File: src/rtl/op_feeder_pkg.sv
// Shared types and constants for the op feeder: FSM states, the load opcode,
// the feature-map size and the byte FIFO depth.
package op_feeder_pkg;

  typedef enum logic [1:0] {
    ST_IDLE     = 2'd0,
    ST_WAIT_RDY = 2'd1,
    ST_ISSUE    = 2'd2,
    ST_LOAD     = 2'd3
  } feed_state_t;

  localparam logic [3:0] OP_LOAD    = 4'd0;
  localparam int         MAP_BYTES  = 2048;
  localparam int         FIFO_DEPTH = 16;
  localparam int         LOAD_CNT_W = $clog2(MAP_BYTES);

endpackage

File: src/rtl/op_feeder_fifo.sv
// feed_fifo: synchronous FIFO with registered storage and full/empty flags.
// A push is refused when full, even if a pop happens in the same cycle.
module feed_fifo #(
  parameter int WIDTH = 8,
  parameter int DEPTH = 16
) (
  input  logic             clk,
  input  logic             rst_n,
  input  logic             push,
  input  logic [WIDTH-1:0] wdata,
  input  logic             pop,
  output logic [WIDTH-1:0] rdata,
  output logic             full,
  output logic             empty
);

  localparam int            AW   = $clog2(DEPTH);
  localparam logic [AW-1:0] LAST = AW'(DEPTH - 1);

  logic [WIDTH-1:0] mem [DEPTH];
  logic [AW-1:0]    wr_ptr;
  logic [AW-1:0]    rd_ptr;
  logic [AW:0]      count;
  logic             do_push;
  logic             do_pop;

  assign full    = (count == (AW+1)'(DEPTH));
  assign empty   = (count == '0);
  assign do_push = push && !full;
  assign do_pop  = pop && !empty;
  assign rdata   = mem[rd_ptr];

  always_ff @(posedge clk or negedge rst_n) begin
    if (!rst_n) begin
      wr_ptr <= '0;
      rd_ptr <= '0;
      count  <= '0;
    end else begin
      if (do_push) wr_ptr <= (wr_ptr == LAST) ? '0 : wr_ptr + 1'b1;
      if (do_pop)  rd_ptr <= (rd_ptr == LAST) ? '0 : rd_ptr + 1'b1;
      case ({do_push, do_pop})
        2'b10:   count <= count + 1'b1;
        2'b01:   count <= count - 1'b1;
        default: ;
      endcase
    end
  end

  // Storage needs no reset: the pointers/count decide what is valid.
  always_ff @(posedge clk) begin
    if (do_push) mem[wr_ptr] <= wdata;
  end

endmodule

File: src/rtl/op_feeder.sv
// op_feeder: accepts host op commands, issues them to the core and streams a
// 2048-byte feature map on load ops. Statistics counters exist only when
// FEED_STATS_EN is defined; otherwise o_op_count/o_stall_cnt read 0.
//
// state       | meaning
// ------------+----------------------------------------------------------
// ST_IDLE     | ready for a host command
// ST_WAIT_RDY | command latched, waiting for the core to be ready
// ST_ISSUE    | one-cycle op strobe to the core
// ST_LOAD     | streaming feature-map bytes from the FIFO to the core
module op_feeder
  import op_feeder_pkg::*;
(
  input  logic        i_clk,
  input  logic        i_rst_n,
  input  logic        i_cmd_valid,
  input  logic [3:0]  i_cmd_mode,
  output logic        o_cmd_ready,
  input  logic        i_hd_valid,
  input  logic [7:0]  i_hd_data,
  output logic        o_hd_ready,
  input  logic        i_op_ready,
  output logic        o_op_valid,
  output logic [3:0]  o_op_mode,
  output logic        o_in_valid,
  output logic [7:0]  o_in_data,
  input  logic        i_in_ready,
  output logic        o_busy,
  output logic [9:0]  o_op_count,
  output logic [15:0] o_stall_cnt
);

  feed_state_t           state;
  feed_state_t           state_nx;
  logic [3:0]            mode_q;
  logic [3:0]            op_mode_q;
  logic                  op_valid_q;
  logic [LOAD_CNT_W-1:0] load_cnt;
  logic                  fifo_full;
  logic                  fifo_empty;
  logic [7:0]            fifo_head;
  logic                  cmd_fire;
  logic                  in_fire;
  logic                  load_last;

  assign o_cmd_ready = (state == ST_IDLE);
  assign o_busy      = (state != ST_IDLE);
  assign o_hd_ready  = !fifo_full;
  assign o_in_valid  = (state == ST_LOAD) && !fifo_empty;
  assign o_in_data   = (state == ST_LOAD) ? fifo_head : 8'd0;
  assign o_op_valid  = op_valid_q;
  assign o_op_mode   = op_mode_q;

  assign cmd_fire  = i_cmd_valid && o_cmd_ready;
  assign in_fire   = o_in_valid && i_in_ready;
  assign load_last = in_fire && (load_cnt == LOAD_CNT_W'(MAP_BYTES - 1));

  feed_fifo #(
    .WIDTH (8),
    .DEPTH (FIFO_DEPTH)
  ) u_fifo (
    .clk   (i_clk),
    .rst_n (i_rst_n),
    .push  (i_hd_valid),
    .wdata (i_hd_data),
    .pop   (in_fire),
    .rdata (fifo_head),
    .full  (fifo_full),
    .empty (fifo_empty)
  );

  always_comb begin
    state_nx = state;
    case (state)
      ST_IDLE:     if (cmd_fire) state_nx = ST_WAIT_RDY;
      ST_WAIT_RDY: if (i_op_ready) state_nx = ST_ISSUE;
      ST_ISSUE:    state_nx = (mode_q == OP_LOAD) ? ST_LOAD : ST_IDLE;
      ST_LOAD:     if (load_last) state_nx = ST_IDLE;
      default:     state_nx = ST_IDLE;
    endcase
  end

  // The op strobe and mode are registered off the next state so both line up
  // with the single ISSUE cycle; the mode then holds until the next issue.
  always_ff @(posedge i_clk or negedge i_rst_n) begin
    if (!i_rst_n) begin
      state      <= ST_IDLE;
      mode_q     <= '0;
      op_valid_q <= 1'b0;
      op_mode_q  <= '0;
      load_cnt   <= '0;
    end else begin
      state      <= state_nx;
      op_valid_q <= (state_nx == ST_ISSUE);
      if (cmd_fire) mode_q <= i_cmd_mode;
      if (state_nx == ST_ISSUE) op_mode_q <= mode_q;
      if (in_fire) load_cnt <= load_last ? '0 : load_cnt + 1'b1;
    end
  end

`ifdef FEED_STATS_EN
  logic [9:0]  op_count;
  logic [15:0] stall_cnt;

  always_ff @(posedge i_clk or negedge i_rst_n) begin
    if (!i_rst_n) begin
      op_count  <= '0;
      stall_cnt <= '0;
    end else begin
      if (state == ST_ISSUE) op_count <= op_count + 10'd1;
      if (o_in_valid && !i_in_ready && (stall_cnt != 16'hFFFF))
        stall_cnt <= stall_cnt + 16'd1;
    end
  end

  assign o_op_count  = op_count;
  assign o_stall_cnt = stall_cnt;
`else
  assign o_op_count  = '0;
  assign o_stall_cnt = '0;
`endif

endmodule

File: config.mk
export PLATFORM = sky130hd
export DESIGN_NAME = op_feeder
export DESIGN_NICKNAME = d
export VERILOG_FILES = /design/src/rtl/op_feeder_pkg.sv /design/src/rtl/op_feeder_fifo.sv /design/src/rtl/op_feeder.sv
export SDC_FILE = /design/constraint.sdc
export NUM_CORES = 1
export LEC_CHECK = 0
export ABC_CLOCK_PERIOD_IN_PS = 3100
export CORE_ASPECT_RATIO = 1.4
export CORE_MARGIN = 2
export CORE_UTILIZATION = 30
export CTS_CLUSTER_SIZE = 14
export DETAILED_ROUTE_END_ITERATION = 7
export PLACE_DENSITY_LB_ADDON = 0.15
export SYNTH_ARGS = -nofsm -noshare
export SYNTH_HDL_FRONTEND = slang
export SYNTH_SLANG_ARGS = --single-unit
File: constraint.sdc
create_clock -name i_clk -period 3.1 [get_ports i_clk]
set_clock_uncertainty 0.05 [all_clocks]
set_input_delay 0.62 -clock i_clk [delete_from_list [all_inputs] [get_ports i_clk]]
set_output_delay 0.62 -clock i_clk [all_outputs]
set_load 0.01 [all_outputs]
==> results.sh, run 1 <==
export IMPL_synthFlopType="edfxtp_1"
export IMPL_gp_congestion=0.771
export IMPL_die_area_sq_um=24700
export IMPL_grt_overflow_total=0
export IMPL_boundaryPins=61
export IMPL_vias=3925
export IMPL_worst_setup_path_end_kind="output port"
export IMPL_htree_levels=4
export IMPL_synth_area_leader_cell="edfxtp_1"
export IMPL_gr_usage_met3_pct=2.63
export IMPL_top_usage_layer="met2"
export IMPL_fmaxAchievable_mhz=329
export IMPL_gr_usage_met2_pct=25.1
export IMPL_layout_setup_ws_ns=0.0640
export IMPL_grt_pass1_wl_um=24100
export IMPL_vdd_drop_max_v=0.000498
export IMPL_drc=0
export IMPL_yosys_area_share_simple_pct=8.31
export IMPL_viasPerCell=4.66
export IMPL_ys_seq_elements=163
export IMPL_dp_slack_ns=0.113
export IMPL_period_share_pct=97.9
export IMPL_period_needed_ns=3.04
export IMPL_grt_usage_pct=13.4
export IMPL_dp_hpwl_um=10800
export IMPL_io_buffers=34
export IMPL_cap_violations=0
export IMPL_cts_root_buf="clkbuf_16"
export IMPL_yosys_area_top_type_share_pct=54.6
export IMPL_synth_area_per_cell_sq_um=15.7
export IMPL_rsz0062_at_grt="no"
export IMPL_synthCells=450
export IMPL_grt_pass1_vias=4134
export IMPL_synth_top_family_by_area="multiplexers"
export IMPL_netlist_top_cells_area="edfxtp_1 (55%), dfrtp_1 (12%), mux4_2 (8.0%)"
export IMPL_clk_pin_slew_worst_paths_ns=0.07
export IMPL_relSlewSlack_pct=44.3
export IMPL_area_growth_pct=20.7
export IMPL_layout_common_cells="edfxtp_1 (128), buf_4 (35), dfrtp_1 (32)"
export IMPL_ys_types=56
export IMPL_insertion_delay_ns=0.42
export IMPL_synth_compound_area_share_pct=5.01
export IMPL_hold_violations=0
export IMPL_holdCritPathClass="primary input to async pin"
export IMPL_slew_violations=0
export IMPL_path_class="flip-flop to output port"
export IMPL_wirelength_um=16000
export IMPL_cts_tree="done"
export IMPL_diodes=0
export IMPL_clk_path_buf_depth=2
export IMPL_setup_tns_ns=0
export IMPL_start_util_pct=30.5
export IMPL_layout_cells_most_common="edfxtp_1"
export IMPL_cp_arrival_ns=2.37
export IMPL_dieWidth_um=133
export IMPL_fp_row_count=66
export IMPL_synthAdderAreaFrac_pct=1.60
export IMPL_synthMuxAreaShare_pct=11.6
export IMPL_synth_edff_count=128
export IMPL_whs_ns=0.243
export IMPL_leakage_nw=3.08
export IMPL_use_met1_pct=15.1
export IMPL_final_nets=550
export IMPL_critPathMaxFanout=4
export IMPL_drive_gt1_share_pct=22.4
export IMPL_grt_max_degree=36
export IMPL_status="finished clean"
export IMPL_nFillCells=2217
export IMPL_ant_nets=0
export IMPL_clock_sinks=163
export IMPL_synth_xor_area_share_pct=1.62
export IMPL_netlist_area_sq_um=7040
export IMPL_die_h_um=185
export IMPL_antenna_found_initial=0
export IMPL_setup_viol=0
export IMPL_cp_required_ns=2.43
export IMPL_async_flop_share_pct=21.5
export IMPL_firstDrtPassIters=6
export IMPL_worst_pin_slew_ns=0.835
export IMPL_wl_per_cell_um=19.0
export IMPL_worstSetupStartpointType="flip-flop"
export IMPL_ys_warn_count=0
export IMPL_seq_area_frac_synth_pct=67.0
export IMPL_numCtsBuffers=17
export IMPL_drtIter0Drc=260
export IMPL_coreArea_sq_um=23100
export IMPL_p_per_area_nw_per_um2=851
-- where the power goes --
group	switching, W	internal, W	leakage, nW
Combinational	0.00114	0.00112	1.21
Sequential	0.000264	0.00265	1.58
Clock	0.000983	0.00108	0.288
Total	0.00239	0.00485	3.08
-- cell usage after synthesis (8+ instances only) --
master and count:
nand4_1 8, nor2_1 21, nand2_1 27, nand3_1 20, mux4_2 25, dfrtp_1 35
ha_1 9, nor3_1 9, clkbuf_1 8, edfxtp_1 128, mux2i_1 13, mux2_2 11
buf_4 28
-- critical path, stage by stage, from the launching register on --
cell,delay [ns]
dfrtp_4,0.50
buf_12,0.15
buf_4,0.14
a211o_1,0.28
a32o_1,0.25
a221o_1,0.33
dlygate4sd2_1,0.30
-- cell type report --
type,instances,area (sq um),area share [%]
flip-flops and latches,163,4730,55.6
multi-input cells,259,2090,24.6
repair buffers,74,684,8.05
clock buffers,17,425,5.00
well taps,306,383,4.50
clock inverters,15,164,1.93
inverters,8,30.0,0.353
-- cells by family after synthesis --
| group | after synthesis |
|---|---|
| other | 1 |
| XOR/XNOR | 13 |
| buffers and inverters | 53 |
| multiplexers | 49 |
| AO/OA/AOI/OAI | 46 |
| flip-flops | 163 |
| AND/OR/NAND/NOR | 116 |
| adder cells (fa/ha/maj) | 9 |
-- flip-flops by register name, indices dropped and copies added, names as in the netlist --
register and count:
u_fifo.mem 128, load_cnt 11, u_fifo.count 5, mode_q 4
o_op_mode 4, u_fifo.rd_ptr 4, u_fifo.wr_ptr 4, state 2
o_op_valid 1
-- through the flow --
stage / util (%) / cells / cell area [sq um] / total power (W)
2_1_floorplan: - / 475 / 7140 / 0.00437
3_3_place_gp: 33.8 / 803 / 7820 / 0.00517
3_5_place_dp: 33.8 / 803 / 7820 / 0.00518
4_1_cts: 36.6 / 841 / 8470 / 0.00730
5_1_grt: 36.8 / 842 / 8500 / 0.00765
6_report: 36.8 / 842 / 8500 / 0.00724
-- path summary, 6_finish.rpt --
check | start | to | depth (start not counted) | slack (ns)
setup / recovery | u_fifo.rd_ptr[0]$_DFFE_PN0P_ | o_in_data[7] | 6 | 0.06
hold / removal | i_rst_n | u_fifo.count[3]$_DFFE_PN0P_ | 1 | 0.24
setup reg to reg | u_fifo.count[1]$_DFFE_PN0P_ | u_fifo.count[2]$_DFFE_PN0P_ | 10 | 0.54
hold reg to reg | load_cnt[10]$_DFFE_PN0N_ | load_cnt[10]$_DFFE_PN0N_ | 1 | 0.42
max in group asynchronous | i_rst_n | u_fifo.rd_ptr[0]$_DFFE_PN0P_ | 1 | 2.13
min in group i_clk | load_cnt[10]$_DFFE_PN0N_ | load_cnt[10]$_DFFE_PN0N_ | 1 | 0.42
-- timing repair --
action,4_1_cts,5_1_grt
gates resized for setup,13,1
buffers inserted,6,0
hold buffers,0,0
pin swaps,0,0
cloned,0,1
setup endpoints to repair,8,2
-- per-layer routing --
metal	up-vias	routed length, um
met5	-	0
met4	0	253
met3	18	493
met2	83	8720
met1	1997	6490
li1	1827	-
(Power assumes the default switching activity.)
==> inputs of run 2 (changes only) <==
- CAP_MARGIN: unset -> 40
- SKIP_LAST_GASP: unset -> 1
==> run 2 against run 1 <==
Against the previous run:
- sequential cell count unchanged
- non-clock buffer count decreased by 3
- register-to-register slack about the same
- combinational power down 2%
- die area stayed put
- total power shrank 0.17%
- global-route usage rose by 0.087 points
- maximum frequency grew 1.4%
- critical path type unchanged
- highest routed layer unchanged
==> results.sh, run 2 (synthesized netlist as in run 1, its figures left out) <==
export IMPL_die_area_sq_um=24700
export IMPL_rsz0062_at_grt="no"
export IMPL_insertion_delay_ns=0.42
export IMPL_max_stage_delay_ns=0.51
export IMPL_antenna_found_initial=0
export IMPL_placed_cells=804
export IMPL_rr_startpoint="u_fifo.count[1]$_DFFE_PN0P_"
export IMPL_fmaxAchievable_mhz=334
export IMPL_boundaryPins=61
export IMPL_cp_arrival_ns=2.32
export IMPL_nFillCells=2237
export IMPL_setup_viol=0
export IMPL_clock_sinks=163
export IMPL_critPathMaxFanout=16
export IMPL_rrSetupSlack_ns=0.53
export IMPL_period_share_pct=96.6
export IMPL_cap_violations=0
export IMPL_leakage_nw=3.07
export IMPL_period_needed_ns=2.99
export IMPL_top_register="u_fifo.mem"
export IMPL_cp_required_ns=2.43
export IMPL_layout_cells_most_common="edfxtp_1"
export IMPL_multi_input_area_sq_um=2090
export IMPL_layout_setup_ws_ns=0.106
export IMPL_drtIter0Drc=206
export IMPL_holdCritPathClass="primary input to async pin"
export IMPL_coreArea_sq_um=23100
export IMPL_cts_tree="done"
export IMPL_critPathTopFamily="buffers and inverters"
export IMPL_hold_violations=0
export IMPL_wl_per_cell_um=19.0
export IMPL_clk_pin_slew_worst_paths_ns=0.07
export IMPL_largest_reg_flops=128
export IMPL_numCtsBuffers=17
export IMPL_gp_congestion=0.771
export IMPL_worst_pin_slew_ns=0.640
export IMPL_grt_usage_pct=13.5
export IMPL_path_class="flip-flop to output port"
export IMPL_whs_ns=0.0673
export IMPL_reg_top3="u_fifo.mem x128, load_cnt x11, u_fifo.count x5"
export IMPL_dp_hpwl_um=11000
export IMPL_fp_row_count=66
export IMPL_wirelength_um=16000
export IMPL_vias=3932
export IMPL_grt_max_degree=23
export IMPL_status="finished clean"
export IMPL_start_util_pct=30.5
export IMPL_ff2ff_path_depth=10
export IMPL_grt_pass1_vias=4095
export IMPL_diodes=0
export IMPL_layout_common_cells="edfxtp_1 (128), dfrtp_1 (32), buf_4 (32)"
export IMPL_reg2reg_to="u_fifo.count[2]$_DFFE_PN0P_"
export IMPL_drive_gt1_share_pct=22.0
export IMPL_die_h_um=185
export IMPL_slew_violations=0
export IMPL_gr_usage_met3_pct=3.31
export IMPL_cts_root_buf="clkbuf_16"
export IMPL_p_total_w=0.00723
export IMPL_use_met1_pct=14.9
export IMPL_dieWidth_um=133
export IMPL_ant_nets=0
export IMPL_path_buf_inv=3
export IMPL_dp_slack_ns=0.119
export IMPL_drc=0
export IMPL_worstSetupStartpointType="flip-flop"
export IMPL_io_buffers=34
export IMPL_grt_pass1_wl_um=24200
export IMPL_critical_path_slowest_cell="mux4_2"
export IMPL_p_per_area_nw_per_um2=851
export IMPL_final_nets=547
export IMPL_relSlewSlack_pct=57.2
export IMPL_top_usage_layer="met2"
export IMPL_cp_common_cell="buf_12"
export IMPL_firstDrtPassIters=4
export IMPL_vdd_drop_max_v=0.000490
export IMPL_path_depth=6
export IMPL_area_growth_pct=20.6
export IMPL_stdcell_count=839
export IMPL_register_area_sq_um=4730
export IMPL_htree_levels=4
export IMPL_crit_chain="buf_12 > buf_12 > mux4_2 > a32oi_1 > o211ai_1 > dlygate4sd2_1"
export IMPL_viasPerCell=4.69
export IMPL_gr_usage_met2_pct=25.7
export IMPL_clk_path_buf_depth=2
export IMPL_worst_setup_path_end_kind="output port"
export IMPL_grt_overflow_total=0
run 2: cell count changes in the layout (fill, tap and decap cells not counted), sizes merged:
cell / previous run / this run
buf: 40 / 38
bufinv: 0 / 1
clkinv: 6 / 1
clkinvlp: 1 / 3
dlygate4sd2: 8 / 7
dlymetal6s2s: 0 / 1
inv: 16 / 17
run 2: cell type report:
class                      count  area share [%]
sequential                   163            55.6
multi-input combinational    259            24.6
timing repair buffer          71            7.97
clock buffer                  18            5.05
tap                          306            4.51
clock inverter                14            1.89
inverter                       8           0.354
run 2: worst max path at each step:
stage | startpoint | endpoint | slack [ns]
2_1_floorplan | u_fifo.count[1]$_DFFE_PN0P_ | u_fifo.count[2]$_DFFE_PN0P_ | 0.37
3_3_place_gp | u_fifo.rd_ptr[0]$_DFFE_PN0P_ | o_in_data[0] | 0.12
3_5_place_dp | u_fifo.rd_ptr[0]$_DFFE_PN0P_ | o_in_data[7] | 0.12
4_1_cts | u_fifo.rd_ptr[0]$_DFFE_PN0P_ | o_in_data[7] | -0.11
5_1_grt | u_fifo.rd_ptr[0]$_DFFE_PN0P_ | o_in_data[1] | 0.002
6_report | u_fifo.rd_ptr[0]$_DFFE_PN0P_ | o_in_data[1] | 0.11
run 2: what timing repair did:
action,CTS,global route
endpoints found under the setup margin,8,2
gates resized for setup,11,2
hold buffers,0,0
buffers inserted,3,0
run 2: per-stage QoR:
step | TNS, ns | cell area [sq um] | utilization (%)
4_1_cts | -0.109 | 8490 | 36.7
6_report | 0 | 8490 | 36.7
5_1_grt | 0 | 8490 | 36.7
3_3_place_gp | 0 | 7820 | 33.8
3_5_place_dp | 0 | 7850 | 33.9
2_1_floorplan | 0 | 7140 | -
run 2: worst register-to-register path, delay by kind of cell (launching register included):
| kind | cells | cell delay [ns] |
|---|---|---|
| adder cells (fa/ha/maj) | 2 | 0.44 |
| flip-flops | 1 | 0.47 |
| XOR/XNOR | 3 | 0.45 |
| AO/OA/AOI/OAI | 2 | 0.32 |
| AND/OR/NAND/NOR | 2 | 0.68 |
| buffers and inverters | 1 | 0.06 |
run 2: report_power, final:
group	switching [W]	internal (W)	total, W
Combinational	0.00113	0.00109	0.00222
Sequential	0.000270	0.00265	0.00292
Clock	0.000941	0.00115	0.00209
run 2: routing by layer:
| metal | up-vias | share of wire, % |
|---|---|---|
| met5 | - | 0 |
| met4 | 0 | 1.2 |
| met3 | 19 | 3.5 |
| met2 | 78 | 55 |
| met1 | 2011 | 40 |
| li1 | 1824 | - |
